File: src/rtl/pipeline_probe_serializer_if.sv
// Probe capture / serial output bundle between the pipeline core and the pin wrapper.
// master drives the probe words and strobe, slave is the serializer.
interface pipeline_probe_serializer_if #(
    parameter int WIDTH    = 32,
    parameter int CHANNELS = 2
);
    logic [CHANNELS*WIDTH-1:0] probe_data;
    logic                      probe_strobe;
    logic                      busy;
    logic                      ser_data;
    logic                      ser_clk;
    logic                      ser_frame;
    logic [7:0]                drop_cnt;

    modport master (
        output probe_data, probe_strobe,
        input  busy, ser_data, ser_clk, ser_frame, drop_cnt
    );

    modport slave (
        input  probe_data, probe_strobe,
        output busy, ser_data, ser_clk, ser_frame, drop_cnt
    );
endinterface

File: src/rtl/pipeline_probe_serializer.sv
// Snapshots CHANNELS probe words on a strobe and shifts them out bit-serially
// on data/clock/frame pins, followed by a CLK_DIV-cycle idle gap.
module pipeline_probe_serializer #(
    parameter int WIDTH     = 32,
    parameter int CHANNELS  = 2,
    parameter int CLK_DIV   = 4,
    parameter int MSB_FIRST = 0
) (
    input  logic                          i_clk,
    input  logic                          i_reset,
    pipeline_probe_serializer_if.slave    bus
);
    localparam int TOT       = CHANNELS * WIDTH;
    localparam int BIT_W     = (WIDTH > 1) ? $clog2(WIDTH) : 1;
    localparam int CH_W      = (CHANNELS > 1) ? $clog2(CHANNELS) : 1;
    localparam int DIV_W     = $clog2(CLK_DIV);
    localparam int POS_W     = (TOT > 1) ? $clog2(TOT) : 1;
    localparam int FIRST_POS = (MSB_FIRST != 0) ? WIDTH - 1 : 0;

    typedef enum logic [1:0] {IDLE, SHIFT, GAP} state_t;

    state_t             r_state;
    logic [TOT-1:0]     r_shadow;
    logic [BIT_W-1:0]   r_bit_idx;
    logic [CH_W-1:0]    r_ch_idx;
    logic [DIV_W-1:0]   r_div_cnt;
    logic               r_busy;
    logic               r_ser_data;
    logic               r_ser_clk;
    logic               r_ser_frame;
    logic [7:0]         r_drop_cnt;

    logic               w_word_end;
    logic               w_frame_end;
    logic               w_div_end;
    logic [DIV_W-1:0]   w_nxt_div;
    logic [BIT_W-1:0]   w_nxt_bit;
    logic [CH_W-1:0]    w_nxt_ch;
    logic               w_nxt_data;

    function automatic logic [POS_W-1:0] f_pos(input logic [CH_W-1:0] ch, input logic [BIT_W-1:0] b);
        logic [POS_W-1:0] base;
        base = POS_W'(ch) * POS_W'(WIDTH);
        if (MSB_FIRST != 0) return base + POS_W'(WIDTH - 1) - POS_W'(b);
        else                return base + POS_W'(b);
    endfunction

    assign w_word_end  = (r_bit_idx == BIT_W'(WIDTH - 1));
    assign w_frame_end = w_word_end && (r_ch_idx == CH_W'(CHANNELS - 1));
    assign w_div_end   = (r_div_cnt == DIV_W'(CLK_DIV - 1));
    assign w_nxt_div   = r_div_cnt + 1'b1;
    assign w_nxt_bit   = w_word_end ? '0 : r_bit_idx + 1'b1;
    assign w_nxt_ch    = w_word_end ? r_ch_idx + 1'b1 : r_ch_idx;
    // Outputs are registered, so the bit for the upcoming slot is looked up one cycle early.
    assign w_nxt_data  = r_shadow[f_pos(w_nxt_ch, w_nxt_bit)];

    always_ff @(posedge i_clk) begin
        if (i_reset) begin
            r_state     <= IDLE;
            r_shadow    <= '0;
            r_bit_idx   <= '0;
            r_ch_idx    <= '0;
            r_div_cnt   <= '0;
            r_busy      <= 1'b0;
            r_ser_data  <= 1'b0;
            r_ser_clk   <= 1'b0;
            r_ser_frame <= 1'b0;
            r_drop_cnt  <= '0;
        end else begin
            if (bus.probe_strobe && r_busy && r_drop_cnt != 8'hFF)
                r_drop_cnt <= r_drop_cnt + 8'd1;
            case (r_state)
                IDLE: begin
                    if (bus.probe_strobe) begin
                        r_shadow    <= bus.probe_data;
                        r_bit_idx   <= '0;
                        r_ch_idx    <= '0;
                        r_div_cnt   <= '0;
                        r_state     <= SHIFT;
                        r_busy      <= 1'b1;
                        r_ser_frame <= 1'b1;
                        r_ser_clk   <= 1'b0;
                        r_ser_data  <= bus.probe_data[FIRST_POS];
                    end
                end
                SHIFT: begin
                    if (w_div_end) begin
                        r_div_cnt <= '0;
                        r_ser_clk <= 1'b0;
                        if (w_frame_end) begin
                            r_state     <= GAP;
                            r_ser_frame <= 1'b0;
                            r_ser_data  <= 1'b0;
                        end else begin
                            r_bit_idx  <= w_nxt_bit;
                            r_ch_idx   <= w_nxt_ch;
                            r_ser_data <= w_nxt_data;
                        end
                    end else begin
                        r_div_cnt <= w_nxt_div;
                        // High for the second half of each bit slot.
                        r_ser_clk <= !(w_nxt_div < DIV_W'(CLK_DIV / 2));
                    end
                end
                GAP: begin
                    if (w_div_end) begin
                        r_state   <= IDLE;
                        r_busy    <= 1'b0;
                        r_div_cnt <= '0;
                    end else begin
                        r_div_cnt <= w_nxt_div;
                    end
                end
                default: r_state <= IDLE;
            endcase
        end
    end

    assign bus.busy      = r_busy;
    assign bus.ser_data  = r_ser_data;
    assign bus.ser_clk   = r_ser_clk;
    assign bus.ser_frame = r_ser_frame;
    assign bus.drop_cnt  = r_drop_cnt;
endmodule

File: src/flat_wrapper.sv
// flat-port wrapper written by rule: the top's interface ports become plain ports
module pipeline_probe_serializer_flat 
#(
    parameter int WIDTH     = 32,
    parameter int CHANNELS  = 2,
    parameter int CLK_DIV   = 4,
    parameter int MSB_FIRST = 0
)
  (i_clk, i_reset, bus_probe_data, bus_probe_strobe, bus_busy, bus_ser_data, bus_ser_clk, bus_ser_frame, bus_drop_cnt);
  pipeline_probe_serializer_if #(.WIDTH(WIDTH), .CHANNELS(CHANNELS)) bus_i ();
  input  logic i_clk;
  input  logic i_reset;
  input wire logic [$bits(bus_i.probe_data)-1:0] bus_probe_data;
  input wire logic [$bits(bus_i.probe_strobe)-1:0] bus_probe_strobe;
  output wire logic [$bits(bus_i.busy)-1:0] bus_busy;
  output wire logic [$bits(bus_i.ser_data)-1:0] bus_ser_data;
  output wire logic [$bits(bus_i.ser_clk)-1:0] bus_ser_clk;
  output wire logic [$bits(bus_i.ser_frame)-1:0] bus_ser_frame;
  output wire logic [$bits(bus_i.drop_cnt)-1:0] bus_drop_cnt;
  assign bus_i.probe_data = bus_probe_data;
  assign bus_i.probe_strobe = bus_probe_strobe;
  assign bus_busy = bus_i.busy;
  assign bus_ser_data = bus_i.ser_data;
  assign bus_ser_clk = bus_i.ser_clk;
  assign bus_ser_frame = bus_i.ser_frame;
  assign bus_drop_cnt = bus_i.drop_cnt;
  pipeline_probe_serializer #(.WIDTH(WIDTH), .CHANNELS(CHANNELS), .CLK_DIV(CLK_DIV), .MSB_FIRST(MSB_FIRST)) u_core (.i_clk(i_clk), .i_reset(i_reset), .bus(bus_i));
endmodule
File: config.mk
export PLATFORM = sky130hd
export DESIGN_NAME = pipeline_probe_serializer_flat
export DESIGN_NICKNAME = d
export VERILOG_FILES = /design/src/rtl/pipeline_probe_serializer_if.sv /design/src/rtl/pipeline_probe_serializer.sv /design/src/flat_wrapper.sv
export SDC_FILE = /design/constraint.sdc
export NUM_CORES = 1
export LEC_CHECK = 0
export ABC_CLOCK_PERIOD_IN_PS = 5100
export CORE_MARGIN = 3
export CORE_UTILIZATION = 55
export CTS_CLUSTER_DIAMETER = 50
export DETAILED_ROUTE_END_ITERATION = 10
export PLACE_DENSITY = 0.85
export SYNTH_ARGS = -nofsm -noshare
export SYNTH_HDL_FRONTEND = slang
export SYNTH_SLANG_ARGS = --single-unit
export TNS_END_PERCENT = 100
File: constraint.sdc
create_clock -name i_clk -period 5.1 [get_ports i_clk]
set_input_delay 0.765 -clock i_clk [delete_from_list [all_inputs] [get_ports i_clk]]
set_output_delay 0.765 -clock i_clk [all_outputs]
set_load 0.02 [all_outputs]
==> flow_summary.yaml <==
critical_path:
  worst-endpoint-arrival_ns: 3.73
  crit_slowest_cell: "nor2_2"
  critical_path_type: "flop to flop"
  cp_data_required_time_ns: 5.33
  timing.critical_path.from: "u_core.r_bit_idx[0]$_SDFFE_PP0P_"
  worst_setup_path_endpoint: "u_core.bus.ser_data$_SDFFE_PP0P_"
  setup.worst_path.start_class: "flop"
  r2r_slack_ns: 1.60
  worstSetupEndpointType: "flop"
  critical_path.max_fanout: 12
  r2r.worst_path.cells: 10
  cpPeakStageDelay_ns: 0.64
  critical_path.reg2reg.startpoint: "u_core.r_bit_idx[0]$_SDFFE_PP0P_"
  critical_path.reg2reg.endpoint: "u_core.bus.ser_data$_SDFFE_PP0P_"
  worstPathCellList: "ha_1, and3_2, ha_1, nor2_2, buf_4, mux2i_1, mux2i_1, mux4_2, a31oi_1, nand3_1"
finish:
  layout.cell_area.non_filler_um2: 4940
  nets_final: 601
  most-common-layout-cells: "nand2_1 (137), dfxtp_1 (86), clkdlybuf4s50_1 (77)"
  n_antenna_cell: 0
  layout-drive-gt1-share_pct: 5.08
  area.growth.synth_to_final_pct: 25.5
  commonest_non_fill_non_tap_cell_in_the_layout: "nand2_1"
yosys:
  number_of_flops_mapped_to_enable_cells_by_yosys: 0
  post_synth_num_cell_types: 45
  postSynthAreaPerCell_um2: 8.47
  ys_ff_latch: 86
  post_synth_instance_area_um2: 3940
  mappedNetlistNets: 540
  yosys_most_used_dff: "dfxtp_1"
  synth.yosys.warnings: 0
  synth.yosys.seq_area_share_pct: 43.7
  ys_async_sr_fraction_pct: 0
  synth_cells: 465
floorplanning:
  num_io_pins: 79
  std_cell_rows: 30
  die_width_um: 90.6
  die-height_um: 90.6
  floorplan.initialDensity_pct: 57.3
  coreArea_um2: 6870
  dieArea_um2: 8210
clocking:
  clk_transition_reported_paths_ns: 0.09
  post-cts-setup-buffer-count: 0
  cts-root-buf: "clkbuf_8"
  insertion_delay_ns: 0.35
  clock_tree.buffer_depth: 2
  h-tree-depth: 3
  cts.repair.resized: 0
  cts_hold_buf: 0
  clock_sink_count: 86
  cts_tree: "yes"
  cts_made_buffers: 9
power_and_ir_drop:
  ir_worst_vdd_uv: 174
  p_per_area_nw_per_um2: 306
  leakage_power_of_the_design_nw: 1.96
detailed_routing:
  drt-wirelength-per-cell_um: 14.7
  number_of_optimization_iterations_in_the_first_detailed_route_pass: 4
  via_per_inst: 5.47
  drt_drc_violations_left: 0
  ant_nets: 0
  wl_um: 9190
  detail_route.iter0.violations: 125
  route.vias.total: 3430
grt:
  global_route.overflow_total: 0
  track_usage_pct: 23.0
  antenna_found_initial: 0
  grt_pass1_vias: 3433
  global_route_wire_length_before_repair_um: 15400
  maximum_number_of_pins_on_one_net_before_global_route_repair: 66
flow_run:
  drv.max_cap_violation_count: 0
sta:
  hold_viol: 0
  tns_ns: 0
  fmaxAchievable_mhz: 286
  rsz_0062_raised_after_global_routing: "false"
  layout_worst_path_cycle_share_pct: 68.6
  final-setup-viol-count: 0
  transition_time_at_the_pin_with_the_least_slew_margin_ns: 1.16
  relative_slew_slack_pct: 22.4
  period_needed_ns: 3.50
  timing.clock.skew_ns: 0.0103
  report.final.slew_viol_count: 0
min_path:
  hold_path.startpoint: "u_core.r_shadow[6]$_SDFFE_PP0P_"
  worst_hold_path_type: "flop to flop"
place:
  detailedPlacementHpwl_um: 6450
  buffer_ports.inserted: 78
  gpl.final_weighted_congestion: 0.883
  placed_area_um2: 4730
outcome:
  run_status: "completed"
final cells by class:
class / instances / area, µm²
inverters: 8 / 30.0
multi-input cells: 341 / 2070
repair buffers: 80 / 791
flip-flops and latches: 86 / 1720
fillers: 523 / 1930
clock buffers: 11 / 131
well taps: 96 / 120
clock inverters: 5 / 81.3
stage by stage:
step                total power, mW  cells  util [%]  hold WS, ns  setup WS (ns)
finish                         1.51    627      71.9        0.458           1.60
global route                   1.58    627      71.9        0.481           1.49
CTS                            1.52    627      71.9        0.457           1.60
detailed placement             1.01    611      68.9        0.446           1.70
global placement              0.999    611      68.9        0.439           1.92
floorplan                     0.912    465         -        0.432           2.46
worst min-delay path by stage:
stage	cells past startpoint	end
2_1_floorplan	2	u_core.r_shadow[25]$_SDFFE_PP0P_
3_3_place_gp	2	u_core.r_shadow[42]$_SDFFE_PP0P_
3_5_place_dp	2	u_core.r_shadow[10]$_SDFFE_PP0P_
4_1_cts	2	u_core.r_shadow[6]$_SDFFE_PP0P_
5_1_grt	2	u_core.r_shadow[23]$_SDFFE_PP0P_
6_report	2	u_core.r_shadow[6]$_SDFFE_PP0P_
critical path: cells and delay by family, from the launching register on:
kind,cells,cell delay (ns)
muxes,3,0.91
and+or+nand+nor,3,0.95
AOI/OAI and AO/OA,1,0.20
buffers and inverters,1,0.36
DFF,1,0.40
adders and majority gates,2,0.55
power by group:
group | internal [mW] | switching [mW] | leakage [nW]
clock network | 0.277 | 0.237 | 0.104
logic | 0.126 | 0.133 | 1.15
registers | 0.712 | 0.0261 | 0.705
total | 1.12 | 0.396 | 1.96
sequential cells by signal (all words and copies together) (netlist names):
signal / cells
u_core.r_shadow: 64
u_core.r_div_cnt: 2
u_core.bus.ser_clk: 1
u_core.r_bit_idx: 5
u_core.r_state: 2
u_core.bus.busy: 1
u_core.r_ch_idx: 1
u_core.bus.ser_frame: 1
u_core.bus.drop_cnt: 8
u_core.bus.ser_data: 1
cell families (layout without fill, tap and decap cells):
family | Yosys count | after routing | synth area share, %
simple gates | 195 | 195 | 20.3
fa+ha+maj | 8 | 8 | 2.54
buf+inv | 38 | 104 | 3.97
compound gates | 91 | 91 | 13.0
mux | 38 | 38 | 14.3
xor+xnor | 9 | 9 | 2.19
flops | 86 | 86 | 43.7
layer usage:
metal  global-route usage, %  routed length [µm]  vias to the layer above
li1                        -                   -                     1714
met1                    28.1                3940                     1601
met2                    39.2                4680                       99
met3                    4.08                 391                       16
met4                    10.7                 184                        0
met5                       0                   0                        -
cells in the mapped netlist (4+ instances only):
cell type,number,area [µm²]
nand3_1,5,25.0
xor2_1,5,43.8
a32oi_1,4,35.0
inv_1,8,30.0
ha_1,8,100
nand2_1,138,518
mux2i_1,26,260
mux4_1,9,236
dfxtp_1,86,1720
clkbuf_1,23,86.3
nor2_1,31,116
a21oi_1,70,350
Power figures use the tool's default switching activity.
